==> src/rtl/slv_pkg.sv <==
// Shared slave-side types: regbus request/response, register offsets and
// the packed layouts of the monitor control and status registers.
package slv_pkg;

   localparam int unsigned CntWidth      = 3;
   localparam int unsigned AxiIntIdWidth = 1;
   localparam int unsigned RegAddrWidth  = 32;
   localparam int unsigned RegDataWidth  = 32;

   typedef struct packed {
      logic [RegAddrWidth-1:0]   addr;
      logic                      write;
      logic [RegDataWidth-1:0]   wdata;
      logic [RegDataWidth/8-1:0] wstrb;
      logic                      valid;
   } reg_req_t;

   typedef struct packed {
      logic [RegDataWidth-1:0] rdata;
      logic                    error;
      logic                    ready;
   } reg_rsp_t;

   localparam logic [7:0] CTRL_OFFS    = 8'h00;
   localparam logic [7:0] STATUS_OFFS  = 8'h04;
   localparam logic [7:0] WR_CNT_OFFS  = 8'h08;
   localparam logic [7:0] RD_CNT_OFFS  = 8'h0C;
   localparam logic [7:0] BUDGET_OFFS  = 8'h10;
   localparam logic [7:0] LAST_ID_OFFS = 8'h14;

   // Member order puts en at bit 0 so the struct maps 1:1 onto the register word.
   typedef struct packed {
      logic irq_en_rd;
      logic irq_en_wr;
      logic en;
   } ctrl_reg_t;

   typedef struct packed {
      logic rd_to;
      logic wr_to;
   } status_reg_t;

   typedef enum logic {
      BUS_IDLE = 1'b0,
      BUS_ACK  = 1'b1
   } bus_state_e;

endpackage

==> src/rtl/slv_sat_counter.sv <==
// Saturating event counter; a clear coinciding with an increment leaves 1
// so the event that raced the clear is not lost.
module slv_sat_counter #(
   parameter int unsigned Width = 16
) (
   input  logic             clk_i,
   input  logic             rst_i,
   input  logic             inc_i,
   input  logic             clr_i,
   output logic [Width-1:0] cnt_o
);

   logic [Width-1:0] cnt_q, cnt_d;

   always_comb begin
      cnt_d = cnt_q;
      if (clr_i) begin
         cnt_d = inc_i ? Width'(1) : '0;
      end else if (inc_i && (cnt_q != '1)) begin
         cnt_d = cnt_q + Width'(1);
      end
   end

   always_ff @(posedge clk_i or posedge rst_i) begin
      if (rst_i) cnt_q <= '0;
      else       cnt_q <= cnt_d;
   end

   assign cnt_o = cnt_q;

endmodule

==> src/rtl/slv_monitor_regs.sv <==
// Control/status registers for the AXI timeout monitor: sticky timeout flags,
// saturating counters, last offending ID, level IRQ and budget/enable outputs.
module slv_monitor_regs #(
   parameter int unsigned CntWidth    = slv_pkg::CntWidth,
   parameter int unsigned IntIdWidth  = slv_pkg::AxiIntIdWidth,
   parameter int unsigned EvtCntWidth = 16,
   parameter type         reg_req_t   = slv_pkg::reg_req_t,
   parameter type         reg_rsp_t   = slv_pkg::reg_rsp_t
) (
   input  logic                  clk_i,
   input  logic                  rst_i,
   input  reg_req_t              reg_req_i,
   output reg_rsp_t              reg_rsp_o,
   input  logic                  wr_timeout_i,
   input  logic                  rd_timeout_i,
   input  logic [IntIdWidth-1:0] wr_id_i,
   input  logic [IntIdWidth-1:0] rd_id_i,
   output logic                  mon_en_o,
   output logic [CntWidth-1:0]   budget_o,
   output logic                  irq_o
);

   import slv_pkg::*;

   bus_state_e              state_q, state_d;
   ctrl_reg_t               ctrl_q, ctrl_d;
   status_reg_t             status_q, status_d;
   logic [CntWidth-1:0]     budget_q, budget_d;
   logic [IntIdWidth-1:0]   last_id_q, last_id_d;
   logic                    last_vld_q, last_vld_d;
   logic [EvtCntWidth-1:0]  wr_cnt, rd_cnt;
   logic [31:0]             bit_mask;
   logic [31:0]             rdata_mux;
   logic [1:0]              w1c;
   logic [7:0]              offs;
   logic                    addr_ok, wr_commit, any_strb, wr_acc, rd_acc;
   logic                    unused_bits;

   for (genvar gi = 0; gi < 32; gi++) begin : g_mask
      assign bit_mask[gi] = reg_req_i.wstrb[gi/8];
   end

   assign unused_bits = ^{reg_req_i.wdata, bit_mask};
   assign offs        = reg_req_i.addr[7:0];
   assign any_strb    = |reg_req_i.wstrb;
   assign wr_commit   = (state_q == BUS_ACK) && reg_req_i.write && addr_ok;
   // Events are gated by the enable as it stood before any same-cycle CTRL write.
   assign wr_acc      = wr_timeout_i & ctrl_q.en;
   assign rd_acc      = rd_timeout_i & ctrl_q.en;

   always_comb begin
      addr_ok = (reg_req_i.addr[slv_pkg::RegAddrWidth-1:8] == '0) && (offs[1:0] == 2'b00);
      if (offs > LAST_ID_OFFS) addr_ok = 1'b0;
   end

   always_comb begin
      rdata_mux = '0;
      unique case (offs)
         CTRL_OFFS:    rdata_mux[2:0] = ctrl_q;
         STATUS_OFFS:  rdata_mux[1:0] = status_q;
         WR_CNT_OFFS:  rdata_mux = 32'(wr_cnt);
         RD_CNT_OFFS:  rdata_mux = 32'(rd_cnt);
         BUDGET_OFFS:  rdata_mux[CntWidth-1:0] = budget_q;
         LAST_ID_OFFS: begin
            rdata_mux[IntIdWidth-1:0] = last_id_q;
            rdata_mux[31]             = last_vld_q;
         end
         default:      rdata_mux = '0;
      endcase
   end

   always_comb begin
      ctrl_d     = ctrl_q;
      budget_d   = budget_q;
      last_id_d  = last_id_q;
      last_vld_d = last_vld_q;
      w1c        = '0;
      if (wr_commit && (offs == CTRL_OFFS)) begin
         ctrl_d = ctrl_reg_t'((ctrl_q & ~bit_mask[2:0]) | (reg_req_i.wdata[2:0] & bit_mask[2:0]));
      end
      if (wr_commit && (offs == STATUS_OFFS)) begin
         w1c = reg_req_i.wdata[1:0] & bit_mask[1:0];
      end
      if (wr_commit && (offs == BUDGET_OFFS)) begin
         budget_d = (budget_q & ~bit_mask[CntWidth-1:0])
                  | (reg_req_i.wdata[CntWidth-1:0] & bit_mask[CntWidth-1:0]);
      end
      status_d.wr_to = wr_acc | (status_q.wr_to & ~w1c[0]);
      status_d.rd_to = rd_acc | (status_q.rd_to & ~w1c[1]);
      if (wr_acc) begin
         last_id_d  = wr_id_i;
         last_vld_d = 1'b1;
      end else if (rd_acc) begin
         last_id_d  = rd_id_i;
         last_vld_d = 1'b1;
      end
   end

   always_comb begin
      state_d   = state_q;
      reg_rsp_o = '0;
      unique case (state_q)
         BUS_IDLE: if (reg_req_i.valid) state_d = BUS_ACK;
         BUS_ACK: begin
            reg_rsp_o.ready = 1'b1;
            reg_rsp_o.error = ~addr_ok;
            if (addr_ok && !reg_req_i.write) reg_rsp_o.rdata = rdata_mux;
            state_d = BUS_IDLE;
         end
         default: state_d = BUS_IDLE;
      endcase
   end

   always_ff @(posedge clk_i or posedge rst_i) begin
      if (rst_i) begin
         state_q    <= BUS_IDLE;
         ctrl_q     <= '0;
         status_q   <= '0;
         budget_q   <= '1;
         last_id_q  <= '0;
         last_vld_q <= 1'b0;
      end else begin
         state_q    <= state_d;
         ctrl_q     <= ctrl_d;
         status_q   <= status_d;
         budget_q   <= budget_d;
         last_id_q  <= last_id_d;
         last_vld_q <= last_vld_d;
      end
   end

   slv_sat_counter #(.Width(EvtCntWidth)) u_wr_cnt (
      .clk_i (clk_i),
      .rst_i (rst_i),
      .inc_i (wr_acc),
      .clr_i (wr_commit && (offs == WR_CNT_OFFS) && any_strb),
      .cnt_o (wr_cnt)
   );

   slv_sat_counter #(.Width(EvtCntWidth)) u_rd_cnt (
      .clk_i (clk_i),
      .rst_i (rst_i),
      .inc_i (rd_acc),
      .clr_i (wr_commit && (offs == RD_CNT_OFFS) && any_strb),
      .cnt_o (rd_cnt)
   );

   assign mon_en_o = ctrl_q.en;
   assign budget_o = budget_q;
   assign irq_o    = ctrl_q.en & ((status_q.wr_to & ctrl_q.irq_en_wr) | (status_q.rd_to & ctrl_q.irq_en_rd));

endmodule

==> config.mk <==
export PLATFORM = sky130hd
export DESIGN_NAME = slv_monitor_regs
export DESIGN_NICKNAME = d
export VERILOG_FILES = /design/src/rtl/slv_pkg.sv /design/src/rtl/slv_sat_counter.sv /design/src/rtl/slv_monitor_regs.sv
export SDC_FILE = /design/constraint.sdc
export NUM_CORES = 1
export LEC_CHECK = 0
export ABC_CLOCK_PERIOD_IN_PS = 2300
export BUFFER_PORTS_ARGS = -buffer_cell sky130_fd_sc_hd__buf_2
export CAP_MARGIN = 5
export CORE_MARGIN = 8
export CORE_UTILIZATION = 40
export DETAILED_ROUTE_END_ITERATION = 7
export PLACE_DENSITY = 0.68
export RECOVER_POWER = 25
export SLEW_MARGIN = 20
export SYNTH_ARGS = -nofsm -noshare
export SYNTH_HDL_FRONTEND = slang
export SYNTH_SLANG_ARGS = --single-unit
==> constraint.sdc <==
create_clock -name clk_i -period 2.3 [get_ports clk_i]
set_input_delay 0.345 -clock clk_i [delete_from_list [all_inputs] [get_ports clk_i]]
set_output_delay 0.345 -clock clk_i [all_outputs]
set_load 0.02 [all_outputs]
# Word-level counts from Yosys, hierarchy flattened

Index checks and enable logic that the tools add are counted.

Register bits after elaboration: 43
Latch bits: 0
Bits in writable memories: 0
Bits in read-only memories: 0
Input bits: 76
Memories: 0

Add/sub/neg operators: 2
Multipliers: 0
Divide/modulo/power cells: 0
Order comparisons: 1
Eq/ne operators: 7
Shift operators: 0
Mux-type cells: 21
Bitwise gates (word level): 21
Reduce and logical (&&, ||, !) cells: 21

Operators by type and width:

| operator                                             | count |
|---|---|
| 2-to-1 mux 16 bit                                    | 4 |
| 2-to-1 mux 34 bit                                    | 1 |
| adder 16 x 1 -> 16 bit (second input constant)       | 2 |
| 2-to-1 mux 32 bit                                    | 1 |
| inequality test 16 bit (second input constant)       | 2 |
| one-hot mux 13 bit (2 select lines)                  | 1 |
| logical NOT 24 bit                                   | 1 |
| equality test 8 x 4 -> 1 bit (second input constant) | 2 |
| equality test 8 x 5 -> 1 bit (second input constant) | 2 |
| logical AND 1 bit                                    | 13 |
| AND 3 bit                                            | 3 |
| 2-to-1 mux 1 bit                                     | 9 |
| equality test 8 x 3 -> 1 bit (second input constant) | 1 |
| > comparator 8 x 5 -> 1 bit (second input constant)  | 1 |
| logical NOT 8 bit                                    | 1 |
| AND 1 bit                                            | 7 |
| bitwise OR 3 bit                                     | 2 |
| one-hot mux 1 bit (6 select lines)                   | 1 |
| nonzero test 2 bit                                   | 3 |
| one-hot mux 1 bit (5 select lines)                   | 1 |
| NOT 1 bit                                            | 4 |
| one-hot mux 1 bit (4 select lines)                   | 1 |
| OR reduction 4 bit                                   | 1 |
| NOT 3 bit                                            | 1 |
| other kinds (6)                                      | 8 |

# Depth between registers and ports, before layout

Gate-level depths: netlist (run 1).

Depth in word-level cells: 9
Mapped depth: 7

# Modules after synthesis

A second synthesis (run 1) with hierarchy kept.

Cells, all modules: 330
Area, all modules: 3083.0 µm²

By module, submodules not included:

| module           | instances | cells each | area an instance (µm²) | seq. area each (µm²) |
|---|---|---|---|---|
| slv_sat_counter  | 2         | 96         | 924.6                  | 400.4 |
| slv_monitor_regs | 1         | 138        | 1233.7                 | 279.0 |

# Worst setup path after synthesis (run 1)

Ideal clock, no wire load.

Kind: input to output
From: input reg_req_i[58] (netlist bit)
To: output reg_rsp_o[33] (netlist bit)
Arrival: 1907 ps
Required time: 1955 ps
Path slack: 48 ps
Cell stages on the path: 5
Buffers on the path: 0
Cell sequence: nor4_1 nand4_1 nor3_2 nand4b_1 nor4_1

RTL lines:

| element         | RTL line               | text |
|---|---|---|
| start, declared | slv_monitor_regs.sv:12 | `input reg_req_t reg_req_i,` |
| end, declared   | slv_monitor_regs.sv:13 | `output reg_rsp_t reg_rsp_o,` |

==> flow_metrics.tcl, run 1 <==
set metrics [dict create \
    antenna_left 0 \
    cts_root_buffer "clkbuf_8" \
    first_global_vias 2685 \
    grt_pass1_wl_um 12700 \
    cp-start-kind "primary input" \
    synth_adder_area_share 0.00867 \
    gp_congestion 0.849 \
    wl_per_cell_um 15.8 \
    synth_top_family_by_area "simple AND/OR/NAND/NOR gates" \
    drive_above_1_share 0.300 \
    power_density_nw_per_um2 418 \
    track_usage 0.157 \
    cts_made_buffers 5 \
    diodes 0 \
    clk_latency_ps 300 \
    fin_crit_ps 2170 \
    cts_tree "done" \
    yosysWarnings 0 \
    hold_viol 0 \
    vias_per_cell 5.36 \
    path_clk_slew_ps 80 \
    yosys.area_share.simple 0.292 \
    timing.slew.headroom 0.267 \
    synth-compound-area-share 0.101 \
    async_flop_share 1.00 \
    synth_area_sq_um 2890 \
    finalCritPeriodShare 0.946 \
    crit_type "in2out" \
    required_ps 1960 \
    yosysUniqueCellTypes 57 \
    leakagePower_uw 0.00159 \
    nNetsFinal 464 \
    stdcell_count 486 \
    drc_errors 0 \
    routed_wl_um 7700 \
    yosysTopAreaCell "dfrtp_1" \
    max_freq_mhz 460 \
    start_util 0.405 \
    vias 2605 \
    min_path_type "in2reg" \
    synth_xor_area_frac 0.0546 \
    clkSinkCount 43 \
    syn_avg_cell_area_sq_um 9.17 \
    die_y_um 101 \
    hpwl_um 6010 \
    slew_violations 0 \
    status "completed" \
    ioPinCount 115 \
    clock_skew_ps 3.93 \
    die_area_sq_um 10200 \
    synthMuxAreaShare 0.0984 \
    num_rows 31 \
    clock_path_buffers 2 \
    synth.area.top_cells "dfrtp_1, nor2_1, mux2i_1" \
    grt_max_degree 44 \
    area.growth.synth_to_final_pct 18.2 \
    synthCells 315 \
    cts_max_level 2 \
    maxCapViolCount 0 \
    synth_top_area_frac 0.347 \
    synth_ff_type "dfrtp_1" \
    fin_total_pwr_uw 1430 \
    port_buffers 70 \
    yosysSeqAreaShare 0.374 \
    drt-pass1-iter-count 5 \
    synth_seq_cells 43 \
    die_x_um 101 \
    vdd_drop_max_uv 224 \
    worst_pin_slew_ps 1100 \
    worstPathArrival_ps 1830 \
    cp-end-kind "output pin" \
    setup_viol 0 \
    grt_overflow_total 0 \
    critPathMaxFanout 3 \
    antenna_found_initial 0 \
    coreArea_sq_um 7140 \
    synth_edf_count 0 \
    placed_cells 477 \
    first_iter_violations 101 \
]
cells by family after synthesis:
logic type | after synthesis
xor+xnor | 18
flops | 43
fa+ha+maj | 2
buf+inv | 32
compound gates | 43
simple gates | 151
mux | 25
other cells | 1
routing by layer:
layer	up-vias	part of all wire	track usage
li1	1266	-	-
met3	12	0.081	0.0552
met5	-	0	0
met2	99	0.44	0.248
met1	1228	0.46	0.193
met4	0	0.014	0.0538
power breakdown:
group	total [uW]	leakage [uW]	switching [uW]	internal, uW
Clock	546	0.0000505	272	273
Sequential	759	0.000589	2.22	757
Combinational	123	0.000953	79.0	43.8
worst max-delay path, stage by stage:
cell	delay, ps
buf_2	90
nor4_1	300
nand4_1	200
nor3_2	230
nand4b_1	200
buf_4	180
a21oi_1	110
buf_2	180
through the flow:
stage                     setup WS, ps  hold WS [ps]  cell area, sq um  setup TNS, ps  utilization
final                              125           249              3410              0        0.478
after CTS                         45.6           199              3380              0        0.474
after global placement             102           459              3280              0        0.460
after global routing             -23.9           268              3410          -27.5        0.478
after detailed placement          47.8           467              3280              0        0.460
after floorplan                   48.4           439              2940              0            -
repair_timing:
item,4_1_cts,5_1_grt
hold buffers,0,0
gates resized for setup,0,4
setup endpoints to repair,0,16
buffers inserted,0,1
synthesized netlist by cell type, types with 2 or more instances:
cell,n
nor2_1,47
dfrtp_1,40
nand2_1,20
buf_4,19
mux2i_1,16
nand3_1,13
a21oi_1,12
xor2_1,10
nand4_1,9
nor4_1,9
and3_1,8
nor3_1,8
xnor2_1,8
buf_2,7
mux2_2,7
o21a_1,7
a31oi_1,5
and2_1,4
and4_1,4
inv_1,4
a211oi_1,3
dfstp_2,3
nand2b_1,3
o211ai_1,3
or4_1,3
ha_1,2
mux4_2,2
nand4_2,2
nand4b_1,2
nor2b_1,2
nor3_2,2
nor3_4,2
o2111ai_1,2
o21ai_0,2
o31ai_1,2
or3_1,2
cells in the final DEF (no fill, tap or decap), drive strengths merged, types with 3 or more instances in the layout:
cell type   n
buf        77
nor2       48
dfrtp      40
nand2      21
mux2i      16
conb       15
nand3      14
a21oi      12
nor3       12
nand4      11
xor2       10
nor4       10
and3        8
xnor2       8
clkbuf      8
o21a        7
mux2        7
a31oi       5
and2        5
and4        4
inv         4
or4         4
nand2b      3
a211oi      3
o211ai      3
dfstp       3
o21ai       3
layout make-up:
| type | instances | area [sq um] |
|---|---|---|
| timing repair buffer | 78 | 408 |
| fill | 729 | 3720 |
| inverter | 4 | 15.0 |
| clock buffer | 7 | 96.3 |
| multi-input combinational | 254 | 1680 |
| clock inverter | 1 | 7.51 |
| tap | 99 | 124 |
| sequential | 43 | 1080 |
final timing paths:
kind / start / endpoint / slack (ps) / cells after the start
setup / recovery: reg_req_i[58] / reg_rsp_o[3] / 130 / 8
max in group asynchronous: rst_i / u_rd_cnt.cnt_o[3] / 1250 / 3
hold reg to reg: last_vld_q / last_vld_q / 480 / 1
setup reg to reg: u_wr_cnt.cnt_o[1] / u_wr_cnt.cnt_o[0] / 390 / 6
min in group asynchronous: rst_i / u_wr_cnt.cnt_o[12] / 380 / 3
hold / removal: reg_req_i[5] / status_q[0] / 250 / 2
Power figures use the tool's default switching activity.
==> run 2, diff against run 1 <==
ABC_CLOCK_PERIOD_IN_PS = 1980   (was 2300)
BUFFER_PORTS_ARGS = not set   (was -buffer_cell sky130_fd_sc_hd__buf_2)
DONT_BUFFER_PORTS = 1   (was not set)
PLACE_DENSITY = not set   (was 0.68)
clock period = 1.98 ns   (was 2.3 ns; I/O delays follow)
==> run 2 against run 1 <==
  * First-iteration DRC count is 17% lower
  * Flip-flop and latch count stayed put
  * Utilization down 0.74 points
  * Largest power group unchanged
  * Sequential share of layout area increased by 0.53 points
  * Sequential power rose by 16%
  * Setup slack worse by 60 ps
  * Hold slack got worse by 150 ps
  * Via count is 6.1% lower
  * Clock skew increased by 0.84 ps
  * Register-to-register slack got worse by 230 ps
  * Combinational power fell by 34%
==> flow_metrics.tcl, run 2 (synthesized netlist as in run 1, its figures left out) <==
set metrics [dict create \
    status "completed" \
    nNetsFinal 426 \
    max_freq_mhz 522 \
    cts_made_buffers 5 \
    vias_per_cell 5.46 \
    cp-start-kind "primary input" \
    grt_pass1_wl_um 12600 \
    die_y_um 101 \
    antenna_left 0 \
    crit_type "in2out" \
    fin_setup_tns_ps 0 \
    routed_wl_um 7650 \
    grt_overflow_total 0 \
    wl_per_cell_um 17.1 \
    clk_latency_ps 290 \
    vias 2446 \
    track_usage 0.154 \
    diodes 0 \
    antenna_found_initial 0 \
    drive_above_1_share 0.246 \
    clock_skew_ps 4.77 \
    timing.slew.headroom 0.458 \
    crit_path_frequent_cell "nor4_2" \
    port_buffers 0 \
    cts_max_level 2 \
    cp-end-kind "output pin" \
    drc_errors 0 \
    power_density_nw_per_um2 446 \
    layout_commonest_cell "nor2_1" \
    die_area_sq_um 10200 \
    nFillCells 734 \
    start_util 0.405 \
    slew_violations 0 \
    path_clk_slew_ps 80 \
    critPathMaxFanout 3 \
    final_cell_area_sq_um 3360 \
    vdd_drop_max_uv 245 \
    first_iter_violations 84 \
    cp_slowest_cell "nor3_2" \
    clock_path_buffers 2 \
    worstPathArrival_ps 1620 \
    num_rows 31 \
    first_global_vias 2502 \
    leakagePower_uw 0.00144 \
    fin_total_pwr_uw 1500 \
    coreArea_sq_um 7140 \
    clkSinkCount 43 \
    crit_path_cell_trace "nor4_2 > nand4_1 > nor3_2 > nand4b_1 > nor4_2 > buf_4" \
    setup_viol 0 \
    ioPinCount 115 \
    cts_tree "done" \
    required_ps 1680 \
    hpwl_um 6010 \
    max_stage_delay_ps 260 \
    placed_cell_area_sq_um 3170 \
    min_path_type "in2reg" \
    worst_pin_slew_ps 806 \
    maxCapViolCount 0 \
    finalCritPeriodShare 0.967 \
    fin_crit_ps 1910 \
    area.growth.synth_to_final_pct 16.4 \
    die_x_um 101 \
    gp_congestion 0.810 \
    layout_common_cells "nor2_1, dfrtp_1, buf_4" \
    hold_viol 0 \
    rsz0062_at_grt "true" \
    grt_max_degree 24 \
    drt-pass1-iter-count 4 \
    cts_root_buffer "clkbuf_8" \
]
-- run 2: changes by cell type in the layout (fill, tap and decap cells not counted), moves of 2 or more --
| cell | delta |
|---|---|
| buf_2 | -70 |
| nor2_2 | +6 |
| nor2_1 | -7 |
| clkbuf_1 | +2 |
| nor4_4 | +2 |
| buf_4 | +29 |
| a21oi_2 | +2 |
| buf_6 | +2 |
| clkbuf_8 | -2 |
| a21oi_1 | -2 |
-- run 2: metrics by stage --
stage / worst slack (ps) / hold WS (ps) / instances / util
floorplan: -13.2 / 393 / 329 / -
global placement: -4.83 / 234 / 437 / 0.445
detailed placement: -32.3 / 236 / 437 / 0.445
CTS: 2.17 / 83.3 / 447 / 0.460
global route: -19.2 / 93.0 / 448 / 0.471
finish: 65.2 / 100 / 448 / 0.471
-- run 2: metal layers --
metal	share of wire	track usage	up-vias
li1	-	-	1178
met1	0.43	0.193	1166
met2	0.47	0.246	98
met3	0.093	0.0580	4
met4	0.0052	0.0286	0
met5	0	0	-
-- run 2: area by class of cell --
cell class                      instances  area (sq um)  area share
Sequential cell                        43          1080       0.322
Timing Repair Buffer                   40           323      0.0960
Clock inverter                          1          5.00     0.00149
Clock buffer                            7          76.3      0.0227
Tap cell                               99           124      0.0368
Multi-Input combinational cell        254          1740       0.517
Inverter                                4          15.0     0.00447
-- run 2: final timing paths --
kind                       slack, ps  depth (start not counted)         startpoint                 end
max in group asynchronous        880                          3              rst_i           async pin
setup / recovery                  70                          6      reg_req_i[59]       reg_rsp_o[33]
hold reg to reg                  500                          1         last_vld_q          last_vld_q
hold / removal                   100                          1       reg_req_i[6]         status_q[1]
min in group asynchronous        470                          2              rst_i   u_wr_cnt.cnt_o[4]
setup reg to reg                 160                          6  u_rd_cnt.cnt_o[1]  u_rd_cnt.cnt_o[13]
-- run 2: where the power goes --
group	internal [uW]	switching, uW
registers	879	1.83
logic	22.9	58.3
clock network	248	289
total	1150	350
-- run 2: worst max-delay path: cells and delay by family --
kind / cells / cell delay [ps]
buffers and inverters: 1 / 190
AND/OR/NAND/NOR: 5 / 1130
-- run 2: what timing repair did --
item                                   4_1_cts  5_1_grt
setup endpoints to repair                    3       17
endpoints found under the hold margin       17        0
setup buffers                                1        1
resized for setup                            3       16
hold buffers                                 1        0
pin swaps                                    4        5
